[config.mk]
export PLATFORM = sky130hd
export DESIGN_NAME = slc3_mem_arbiter_flat
export DESIGN_NICKNAME = d
export VERILOG_FILES = /design/src/rtl/slc3_mem_pkg.sv /design/src/rtl/slc3_mem_arbiter_if.sv /design/src/rtl/slc3_mmio_regs.sv /design/src/rtl/slc3_mem_arbiter.sv /design/src/flat_wrapper.sv
export SDC_FILE = /design/constraint.sdc
export NUM_CORES = 1
export LEC_CHECK = 0
export BUFFER_PORTS_ARGS = -buffer_cell sky130_fd_sc_hd__buf_4
export CORE_AREA = 2 2 113 104
export DETAILED_ROUTE_END_ITERATION = 16
export DIE_AREA = 0 0 115 106
export PLACE_DENSITY = 0.69
export SLEW_MARGIN = 25
export SYNTH_ARGS = -nofsm -noshare
export SYNTH_HDL_FRONTEND = slang
export SYNTH_SLANG_ARGS = --single-unit
[constraint.sdc]
create_clock -name Clk -period 2.89 [get_ports Clk]
set_input_delay 0.867 -clock Clk [delete_from_list [all_inputs] [get_ports Clk]]
set_output_delay 0.867 -clock Clk [all_outputs]
set_load 0.01 [all_outputs]
[src/rtl/slc3_mem_pkg.sv]
// Shared types and constants for the SLC-3 program-memory arbiter.
package slc3_mem_pkg;

  typedef enum logic [1:0] {
    IDLE   = 2'd0,
    ACCESS = 2'd1,
    IO     = 2'd2,
    DONE   = 2'd3
  } arb_state_t;

  typedef enum logic {
    OWN_CPU = 1'b0,
    OWN_LDR = 1'b1
  } owner_t;

  localparam logic [15:0] IO_ADDR_DEFAULT = 16'hFFFF;

  // Wide enough for WAIT_CYCLES-1 over the legal range 1..7.
  localparam int unsigned CNT_W = 3;

endpackage

[src/rtl/slc3_mem_arbiter_if.sv]
// Requester and SRAM-side bus bundle; slave is the arbiter view, master the environment view.
interface slc3_mem_arbiter_if #(
  parameter int unsigned ADDR_W = 16,
  parameter int unsigned DATA_W = 16
);
  logic              cpu_req;
  logic              cpu_we;
  logic [ADDR_W-1:0] cpu_addr;
  logic [DATA_W-1:0] cpu_wdata;
  logic [DATA_W-1:0] cpu_rdata;
  logic              cpu_ready;

  logic              ldr_req;
  logic              ldr_we;
  logic [ADDR_W-1:0] ldr_addr;
  logic [DATA_W-1:0] ldr_wdata;
  logic [DATA_W-1:0] ldr_rdata;
  logic              ldr_ready;

  logic              mem_ce;
  logic              mem_we;
  logic [ADDR_W-1:0] mem_addr;
  logic [DATA_W-1:0] mem_wdata;
  logic [DATA_W-1:0] mem_rdata;

  modport slave (
    input  cpu_req, cpu_we, cpu_addr, cpu_wdata,
    output cpu_rdata, cpu_ready,
    input  ldr_req, ldr_we, ldr_addr, ldr_wdata,
    output ldr_rdata, ldr_ready,
    output mem_ce, mem_we, mem_addr, mem_wdata,
    input  mem_rdata
  );

  modport master (
    output cpu_req, cpu_we, cpu_addr, cpu_wdata,
    input  cpu_rdata, cpu_ready,
    output ldr_req, ldr_we, ldr_addr, ldr_wdata,
    input  ldr_rdata, ldr_ready,
    input  mem_ce, mem_we, mem_addr, mem_wdata,
    output mem_rdata
  );
endinterface

[src/rtl/slc3_mmio_regs.sv]
// Memory-mapped switch/LED port: address decode, switch read mux and LED register.
module slc3_mmio_regs
  import slc3_mem_pkg::*;
#(
  parameter int unsigned       ADDR_W  = 16,
  parameter int unsigned       DATA_W  = 16,
  parameter logic [ADDR_W-1:0] IO_ADDR = ADDR_W'(IO_ADDR_DEFAULT)
) (
  input  logic              clk_i,
  input  logic              rst_i,
  input  logic [ADDR_W-1:0] addr_i,
  input  logic              wr_en_i,
  input  logic [9:0]        wdata_i,
  input  logic [9:0]        sw_i,
  output logic              io_hit_c_o,
  output logic [DATA_W-1:0] sw_rdata_c_o,
  output logic [9:0]        led_o
);

  logic [9:0] led_q;

  assign io_hit_c_o   = (addr_i == IO_ADDR);
  assign sw_rdata_c_o = DATA_W'({6'b0, sw_i});
  assign led_o        = led_q;

  always_ff @(posedge clk_i) begin
    if (rst_i) begin
      led_q <= 10'd0;
    end else if (wr_en_i) begin
      led_q <= wdata_i;
    end
  end

endmodule

[src/rtl/slc3_mem_arbiter.sv]
// Round-robin arbiter sharing the program SRAM between CPU and loader, with switch/LED MMIO.
// Define SLC3_ARB_STATS_EN to add saturating per-requester grant counters.
module slc3_mem_arbiter
  import slc3_mem_pkg::*;
#(
  parameter int unsigned       ADDR_W      = 16,
  parameter int unsigned       DATA_W      = 16,
  parameter int unsigned       WAIT_CYCLES = 2,
  parameter logic [ADDR_W-1:0] IO_ADDR     = ADDR_W'(IO_ADDR_DEFAULT)
) (
  input  logic        Clk,
  input  logic        Reset,
  slc3_mem_arbiter_if.slave bus,
  input  logic [9:0]  SW,
  output logic [9:0]  LED,
  output logic        owner
`ifdef SLC3_ARB_STATS_EN
  ,
  output logic [15:0] cpu_grants,
  output logic [15:0] ldr_grants
`endif
);

  arb_state_t        state_q;
  logic [CNT_W-1:0]  cnt_q;
  owner_t            owner_q;
  owner_t            prio_q;
  logic              we_q;
  logic [ADDR_W-1:0] addr_q;
  logic [DATA_W-1:0] wdata_q;
  logic [DATA_W-1:0] cpu_rdata_q;
  logic [DATA_W-1:0] ldr_rdata_q;
  logic              cpu_ready_q;
  logic              ldr_ready_q;
  logic              mem_ce_q;
  logic              mem_we_q;

  logic              grant_c;
  owner_t            gnt_owner_c;
  logic              gnt_we_c;
  logic [ADDR_W-1:0] gnt_addr_c;
  logic [DATA_W-1:0] gnt_wdata_c;
  logic              io_hit_c;
  logic [DATA_W-1:0] sw_rdata_c;
  logic              led_wr_c;

  // Inline round-robin: on contention the favoured side (prio_q) wins.
  always_comb begin
    grant_c     = 1'b0;
    gnt_owner_c = OWN_CPU;
    if (bus.cpu_req && bus.ldr_req) begin
      grant_c     = 1'b1;
      gnt_owner_c = prio_q;
    end else if (bus.cpu_req) begin
      grant_c     = 1'b1;
      gnt_owner_c = OWN_CPU;
    end else if (bus.ldr_req) begin
      grant_c     = 1'b1;
      gnt_owner_c = OWN_LDR;
    end
    gnt_we_c    = (gnt_owner_c == OWN_LDR) ? bus.ldr_we    : bus.cpu_we;
    gnt_addr_c  = (gnt_owner_c == OWN_LDR) ? bus.ldr_addr  : bus.cpu_addr;
    gnt_wdata_c = (gnt_owner_c == OWN_LDR) ? bus.ldr_wdata : bus.cpu_wdata;
  end

  // LED is only written on the IO->DONE edge, so a reset there suppresses it.
  assign led_wr_c = (state_q == IO) && we_q;

  slc3_mmio_regs #(
    .ADDR_W  (ADDR_W),
    .DATA_W  (DATA_W),
    .IO_ADDR (IO_ADDR)
  ) u_mmio (
    .clk_i        (Clk),
    .rst_i        (Reset),
    .addr_i       (gnt_addr_c),
    .wr_en_i      (led_wr_c),
    .wdata_i      (wdata_q[9:0]),
    .sw_i         (SW),
    .io_hit_c_o   (io_hit_c),
    .sw_rdata_c_o (sw_rdata_c),
    .led_o        (LED)
  );

  always_ff @(posedge Clk) begin
    if (Reset) begin
      state_q     <= IDLE;
      cnt_q       <= '0;
      owner_q     <= OWN_LDR;
      prio_q      <= OWN_LDR;
      we_q        <= 1'b0;
      addr_q      <= '0;
      wdata_q     <= '0;
      cpu_rdata_q <= '0;
      ldr_rdata_q <= '0;
      cpu_ready_q <= 1'b0;
      ldr_ready_q <= 1'b0;
      mem_ce_q    <= 1'b0;
      mem_we_q    <= 1'b0;
    end else begin
      cpu_ready_q <= 1'b0;
      ldr_ready_q <= 1'b0;
      case (state_q)
        IDLE: begin
          if (grant_c) begin
            owner_q <= gnt_owner_c;
            prio_q  <= (gnt_owner_c == OWN_CPU) ? OWN_LDR : OWN_CPU;
            we_q    <= gnt_we_c;
            addr_q  <= gnt_addr_c;
            wdata_q <= gnt_wdata_c;
            if (io_hit_c) begin
              state_q <= IO;
            end else begin
              state_q  <= ACCESS;
              cnt_q    <= CNT_W'(WAIT_CYCLES - 1);
              mem_ce_q <= 1'b1;
              mem_we_q <= gnt_we_c;
            end
          end
        end
        ACCESS: begin
          if (cnt_q == '0) begin
            mem_ce_q <= 1'b0;
            mem_we_q <= 1'b0;
            if (!we_q) begin
              if (owner_q == OWN_LDR) ldr_rdata_q <= bus.mem_rdata;
              else                    cpu_rdata_q <= bus.mem_rdata;
            end
            if (owner_q == OWN_LDR) ldr_ready_q <= 1'b1;
            else                    cpu_ready_q <= 1'b1;
            state_q <= DONE;
          end else begin
            cnt_q <= cnt_q - CNT_W'(1);
          end
        end
        IO: begin
          if (!we_q) begin
            if (owner_q == OWN_LDR) ldr_rdata_q <= sw_rdata_c;
            else                    cpu_rdata_q <= sw_rdata_c;
          end
          if (owner_q == OWN_LDR) ldr_ready_q <= 1'b1;
          else                    cpu_ready_q <= 1'b1;
          state_q <= DONE;
        end
        DONE: begin
          state_q <= IDLE;
        end
        default: begin
          state_q <= IDLE;
        end
      endcase
    end
  end

  assign bus.cpu_rdata = cpu_rdata_q;
  assign bus.cpu_ready = cpu_ready_q;
  assign bus.ldr_rdata = ldr_rdata_q;
  assign bus.ldr_ready = ldr_ready_q;
  assign bus.mem_ce    = mem_ce_q;
  assign bus.mem_we    = mem_we_q;
  assign bus.mem_addr  = addr_q;
  assign bus.mem_wdata = wdata_q;
  assign owner         = (owner_q == OWN_LDR);

`ifdef SLC3_ARB_STATS_EN
  logic [15:0] cpu_grants_q;
  logic [15:0] ldr_grants_q;
  logic        grant_edge_c;

  assign grant_edge_c = (state_q == IDLE) && grant_c;

  // Saturating grant counters.
  always_ff @(posedge Clk) begin
    if (Reset) begin
      cpu_grants_q <= 16'd0;
      ldr_grants_q <= 16'd0;
    end else if (grant_edge_c) begin
      if (gnt_owner_c == OWN_CPU && cpu_grants_q != 16'hFFFF) cpu_grants_q <= cpu_grants_q + 16'd1;
      if (gnt_owner_c == OWN_LDR && ldr_grants_q != 16'hFFFF) ldr_grants_q <= ldr_grants_q + 16'd1;
    end
  end

  assign cpu_grants = cpu_grants_q;
  assign ldr_grants = ldr_grants_q;
`endif

endmodule

[src/flat_wrapper.sv]
// flat-port wrapper written by rule: the top's interface ports become plain ports
module slc3_mem_arbiter_flat import slc3_mem_pkg::*;
#(
  parameter int unsigned       ADDR_W      = 16,
  parameter int unsigned       DATA_W      = 16,
  parameter int unsigned       WAIT_CYCLES = 2,
  parameter logic [ADDR_W-1:0] IO_ADDR     = ADDR_W'(IO_ADDR_DEFAULT)
)
  (Clk, Reset, SW, LED, owner, bus_cpu_req, bus_cpu_we, bus_cpu_addr, bus_cpu_wdata, bus_cpu_rdata, bus_cpu_ready, bus_ldr_req, bus_ldr_we, bus_ldr_addr, bus_ldr_wdata, bus_ldr_rdata, bus_ldr_ready, bus_mem_ce, bus_mem_we, bus_mem_addr, bus_mem_wdata, bus_mem_rdata);
  slc3_mem_arbiter_if #(.ADDR_W(ADDR_W), .DATA_W(DATA_W)) bus_i ();
  input  logic Clk;
  input  logic Reset;
  input  logic [9:0] SW;
  output logic [9:0] LED;
  output logic owner;
  input wire logic [$bits(bus_i.cpu_req)-1:0] bus_cpu_req;
  input wire logic [$bits(bus_i.cpu_we)-1:0] bus_cpu_we;
  input wire logic [$bits(bus_i.cpu_addr)-1:0] bus_cpu_addr;
  input wire logic [$bits(bus_i.cpu_wdata)-1:0] bus_cpu_wdata;
  output wire logic [$bits(bus_i.cpu_rdata)-1:0] bus_cpu_rdata;
  output wire logic [$bits(bus_i.cpu_ready)-1:0] bus_cpu_ready;
  input wire logic [$bits(bus_i.ldr_req)-1:0] bus_ldr_req;
  input wire logic [$bits(bus_i.ldr_we)-1:0] bus_ldr_we;
  input wire logic [$bits(bus_i.ldr_addr)-1:0] bus_ldr_addr;
  input wire logic [$bits(bus_i.ldr_wdata)-1:0] bus_ldr_wdata;
  output wire logic [$bits(bus_i.ldr_rdata)-1:0] bus_ldr_rdata;
  output wire logic [$bits(bus_i.ldr_ready)-1:0] bus_ldr_ready;
  output wire logic [$bits(bus_i.mem_ce)-1:0] bus_mem_ce;
  output wire logic [$bits(bus_i.mem_we)-1:0] bus_mem_we;
  output wire logic [$bits(bus_i.mem_addr)-1:0] bus_mem_addr;
  output wire logic [$bits(bus_i.mem_wdata)-1:0] bus_mem_wdata;
  input wire logic [$bits(bus_i.mem_rdata)-1:0] bus_mem_rdata;
  assign bus_i.cpu_req = bus_cpu_req;
  assign bus_i.cpu_we = bus_cpu_we;
  assign bus_i.cpu_addr = bus_cpu_addr;
  assign bus_i.cpu_wdata = bus_cpu_wdata;
  assign bus_cpu_rdata = bus_i.cpu_rdata;
  assign bus_cpu_ready = bus_i.cpu_ready;
  assign bus_i.ldr_req = bus_ldr_req;
  assign bus_i.ldr_we = bus_ldr_we;
  assign bus_i.ldr_addr = bus_ldr_addr;
  assign bus_i.ldr_wdata = bus_ldr_wdata;
  assign bus_ldr_rdata = bus_i.ldr_rdata;
  assign bus_ldr_ready = bus_i.ldr_ready;
  assign bus_mem_ce = bus_i.mem_ce;
  assign bus_mem_we = bus_i.mem_we;
  assign bus_mem_addr = bus_i.mem_addr;
  assign bus_mem_wdata = bus_i.mem_wdata;
  assign bus_i.mem_rdata = bus_mem_rdata;
  slc3_mem_arbiter #(.ADDR_W(ADDR_W), .DATA_W(DATA_W), .WAIT_CYCLES(WAIT_CYCLES), .IO_ADDR(IO_ADDR)) u_core (.Clk(Clk), .Reset(Reset), .bus(bus_i), .SW(SW), .LED(LED), .owner(owner));
endmodule
# [Word level (Yosys, flattened, before mapping)]
# Cells that the tools add are included.
[totals] ff_bits=86 output_inout_bits=79 elab_cells=83
[classes] n_addsub=1 n_eq_ne=14 n_mux=42 reduce_logical=12
[op_table] op="16-bit two-way mux" n=12
[op_table] op="16-bit one-hot mux with 2 select lines" n=2
[op_table] op="16-bit == test, second input constant" n=1
[op_table] op="1-bit two-way mux" n=16
[op_table] op="2-bit != test, second input constant" n=6
[op_table] op="6-bit AND reduction" n=2
[op_table] op="3-bit two-way mux" n=3
[op_table] op="2-bit by 1-bit != test with 1-bit output, second input constant" n=4
[op_table] op="1-bit one-hot mux with 2 select lines" n=4
[op_table] op="2-bit one-hot mux with 4 select lines" n=1
[op_table] op="4-bit AND reduction" n=2
[op_table] op="2-bit two-way mux" n=3
[op_table] op="3-bit one-hot mux with 2 select lines" n=1
[op_table] op="2-bit == test, second input constant" n=2
[op_table] op="2-bit AND reduction" n=2
[op_table] op="2-bit nonzero test" n=2
[op_table] op="3-bit logical NOT" n=1
[op_table] op="3-bit by 1-bit subtractor with 3-bit output, second input constant" n=1
[op_table] op="2-bit by 1-bit == test with 1-bit output, second input constant" n=1
[op_table] op="1-bit logical AND" n=2
[op_table] op="2-bit logical NOT" n=1

# [Longest topological paths before layout]
[logic_depth] ltp_word=8 mapped_depth=10 ltp_nobuf=8

# [By module]
# Synthesis repeated with hierarchy kept, for this count alone.
[unflattened] hier_cells=378 hier_area_um2=3799.9
[modules_own_cells] mod="slc3_mem_arbiter" instances=1 cells_per_inst=324 area_each_um2=3291.9 seq_area_each_um2=1521.5
[modules_own_cells] mod="slc3_mmio_regs" instances=1 cells_per_inst=54 area_each_um2=508.0 seq_area_each_um2=200.2

# [Worst setup path before layout]
# OpenSTA, ideal clock, no wires.
[synth_timing] kind="input to register" start="in bus_ldr_addr[14]" end="reg u_core.cnt_q[0]" setup_time_ps=74 t_arrival_ps=2245 slack_ps=571 stages=5 path_buffers=0 path_cell_list="nand4_1 > or4_4 > mux2_4 > or3_1 > a31oi_1"
[synth_between] elab_chain_cells=4
[synth_rtl] item="from (decl)" line="flat_wrapper.sv:24" source="input wire logic [$bits(bus_i.ldr_addr)-1:0] bus_ldr_addr;"
[synth_rtl] item="16-bit two-way mux" line="slc3_mem_arbiter.sv:62" source="gnt_addr_c = (gnt_owner_c == OWN_LDR) ? bus.ldr_addr : bus.cpu_addr;"
[synth_rtl] item="16-bit == test" line="slc3_mmio_regs.sv:22" source="assign io_hit_c_o = (addr_i == IO_ADDR);"
[synth_rtl] item="2-bit != test (no line)"
[synth_rtl] item="4-bit AND reduction (no line)"
[synth_rtl] item="to (signal assigned)" line="slc3_mem_arbiter.sv:115" source="cnt_q <= CNT_W'(WAIT_CYCLES - 1);"
[synth_rtl] item="to (signal assigned)" line="slc3_mem_arbiter.sv:133" source="cnt_q <= cnt_q - CNT_W'(1);"
[synth_rtl] item="to (decl)" line="slc3_mem_arbiter.sv:25" source="logic [CNT_W-1:0] cnt_q;"
# No other way between the ends.
# A chain may end at the register's enable or synchronous reset.

# [Worst setup path after layout]
[layout_timing] start="reg u_core.cnt_q[0]" end="reg u_core.ldr_rdata_q[11] (netlist: u_core.bus.ldr_rdata[11])"
[layout_between] elab_chain_cells=3
[layout_rtl] item="3-bit logical NOT" line="slc3_mem_arbiter.sv:122" source="if (cnt_q == '0) begin"
[layout_rtl] item="2-bit by 1-bit != test with 1-bit output (no line)"
[layout_rtl] item="6-bit AND reduction (no line)"
[layout_rtl] item="to (signal assigned)" line="slc3_mem_arbiter.sv:126" source="if (owner_q == OWN_LDR) ldr_rdata_q <= bus.mem_rdata;"
[layout_rtl] item="to (signal assigned)" line="slc3_mem_arbiter.sv:138" source="if (owner_q == OWN_LDR) ldr_rdata_q <= sw_rdata_c;"
[layout_rtl] item="to (decl)" line="slc3_mem_arbiter.sv:32" source="logic [DATA_W-1:0] ldr_rdata_q;"
# No other way between the ends.

==> reports/results.ini <==
[clocking]
cts_tree=done
post-cts-setup-buffers=0
path_clk_slew_ps=60
cts_buffer_depth=2
cts_buffers=9
cts-root-buf=clkbuf_16
cts.sinks=86
insertion_delay_ps=340
cts_resized=0
htree_levels=3
cts_hold_buf=0

[min_path]
hold_end=u_core.u_mmio.led_o[5]
worstHoldPathType=flop to flop
worstHoldStart=u_core.u_mmio.led_o[5]
min_delay_path_depth=2

[setup_path]
worst_ep_arrival_time_ps=2430
cp-end-kind=flop
rr_worst_depth=8
crit_required_ps=3080
worstSetupStartpointType=flop
reg2reg_to=u_core.bus.ldr_rdata[11]
reg2reg_slack_ps=650
path_class=flop to flop
path_max_fanout=26
r2r-start=u_core.cnt_q[0]

[placement]
dp_slack_ps=332
dpl.cell_count=722
place_congestion=0.770
placement.io_buffers=174
place_area_sq_mm=0.00517
hpwl_mm=7.56

[flow_run]
maxCapViolCount=0

[logic_synthesis]
ys_seq_area_share_pct=45.5
async_flop_share_pct=0
synth.distinct_cells=47
synth_edf_count=0
syn_avg_cell_area_sq_um=8.60
netlist_area_sq_mm=0.00378
ys_warn_count=0
synthCells=440
ys_ff_latch=86
synthFlopType=dfxtp_1
syn_nets=541

[routing]
ant_nets=0
met3_length_microns=652
drc=0
met1Wirelength_mm=4.56
firstDrtPassIters=4
vias=3775
drt-total-wl_mm=10.4
wl_met2_mm=5.05
vias_per_cell=5.12
top_layer=met4
initialDrtViolationCount=196
drt-wirelength-per-cell_microns=14.1

[global_route]
grt_max_degree=87
grt_first_pass_wirelength_mm=16.3
first_global_vias=3503
overflow=0
antenna_found_initial=0
grt_use_total_pct=16.6

[finish]
final_area_sq_mm=0.00548
final_cell_mix=buf_4, dfxtp_1, nor2_1
drive_gt1_share_pct=34.6
fin_cells=737
diodes=0
layout_commonest_cell=buf_4
nets=698
area_growth_pct=44.9

[timing]
setup_slack_ps=650
min_period_ps=2240
slew_violations=0
slew_headroom_pct=40.5
setup_violations=0
rsz0062_at_grt=no
period_share_pct=77.5
finalSetupTns_ps=0
hold_viol=0
max_freq_mhz=446
finalClockSkew_ps=5.86
tightest_slew_ps=893

[floorplanning]
die_area_sq_mm=0.0122
initial_core_util_pct=34.1
placeableCoreArea_sq_mm=0.0111
io_pins=175
fp-row-count=37
fp.dieW_microns=115
die_h_microns=106

[power_and_ir_drop]
power.total_mw=5.57
p_per_area_mw_per_mm2=1020
peakVddDrop_mv=0.487
leakagePower_nw=2.40

[outcome]
outcome=complete, no violations

-- per-layer routing --
metal  up-vias  track usage, %
met5         -               0
met4         0            6.54
met3        12            4.16
met2       109            28.1
met1      1766            20.1
li1       1888               -
-- worst max path at each step --
stage	cells after the start	slack, ps	startpoint	end
global route	7	410	u_core.state_q[1]	u_core.bus.mem_addr[7]
detailed placement	8	330	u_core.cnt_q[0]	u_core.bus.cpu_rdata[11]
floorplan	5	570	bus_ldr_addr[14]	u_core.cnt_q[0]
CTS	8	270	u_core.cnt_q[0]	u_core.bus.ldr_rdata[11]
global placement	8	370	u_core.cnt_q[0]	u_core.bus.ldr_rdata[11]
finish	8	650	u_core.cnt_q[0]	u_core.bus.ldr_rdata[11]
-- flip-flops by register name, indices dropped and copies added (netlist names), 2 cells and up --
register	flops
u_core.bus.cpu_rdata	16
u_core.bus.ldr_rdata	16
u_core.bus.mem_addr	16
u_core.bus.mem_wdata	16
u_core.cnt_q	3
u_core.state_q	2
u_core.u_mmio.led_o	10
-- kinds of logic (layout without fill, tap and decap cells) --
| group | count (synthesis) | in the layout | share of synthesized area (%) |
|---|---|---|---|
| and+or+nand+nor | 173 | 173 | 20.2 |
| AOI/OAI and AO/OA | 111 | 111 | 21.7 |
| DFF | 86 | 86 | 45.5 |
| buffers and inverters | 42 | 203 | 4.73 |
| muxes | 23 | 23 | 6.22 |
| adders and majority gates | 5 | 5 | 1.65 |
-- where the power goes --
group          total (mW)  internal (mW)  switching [mW]
logic                2.57           1.18            1.39
registers            1.78           1.56           0.220
clock network        1.21          0.752           0.463
total                5.57           3.49            2.07
-- cells in the mapped netlist (all sizes together), types with 2 or more instances --
master	n	share of area, %
buf	8	1.2
a211o	3	0.69
nand4	8	1.5
a2bb2oi	16	3.7
nand3	2	0.26
dfxtp	86	46
ha	5	1.7
a211oi	20	4.0
o21a	2	0.40
nor2	72	7.1
a21oi	20	2.6
or4	2	0.60
inv	7	0.69
a22oi	16	3.2
a311oi	17	3.9
nor3b	2	0.40
o21ai	6	0.79
mux2i	22	5.8
nand2	65	6.4
a31oi	2	0.33
or3	2	0.36
and3	3	0.53
nor3	2	0.26
a22o	2	0.46
o31ai	2	0.40
and2	3	0.50
nor2b	7	1.2
nand2b	2	0.33
clkbuf	26	2.6
-- stage by stage --
stage               hold slack (ps)  util [%]
floorplan                       449         -
global placement                445      46.5
detailed placement              449      46.5
CTS                             457      49.3
global route                    472      49.3
finish                          454      49.3
-- critical path, cell delays in order, from the launching register on --
cell and delay, ps:
dfxtp_1 320, inv_1 100, ha_1 150, ha_1 290, nor2b_1 150, nor3b_1 210, o21a_2 540, mux2i_1 260
nor2_1 50
-- layout make-up --
class / instances / area, sq um
clock buffers: 9 / 225
flip-flops and latches: 86 / 1720
fillers: 1073 / 5630
repair buffers: 181 / 1360
inverters: 7 / 26.3
well taps: 136 / 170
multi-input cells: 312 / 1890
clock inverters: 6 / 87.6
Power figures use the tool's default switching activity.
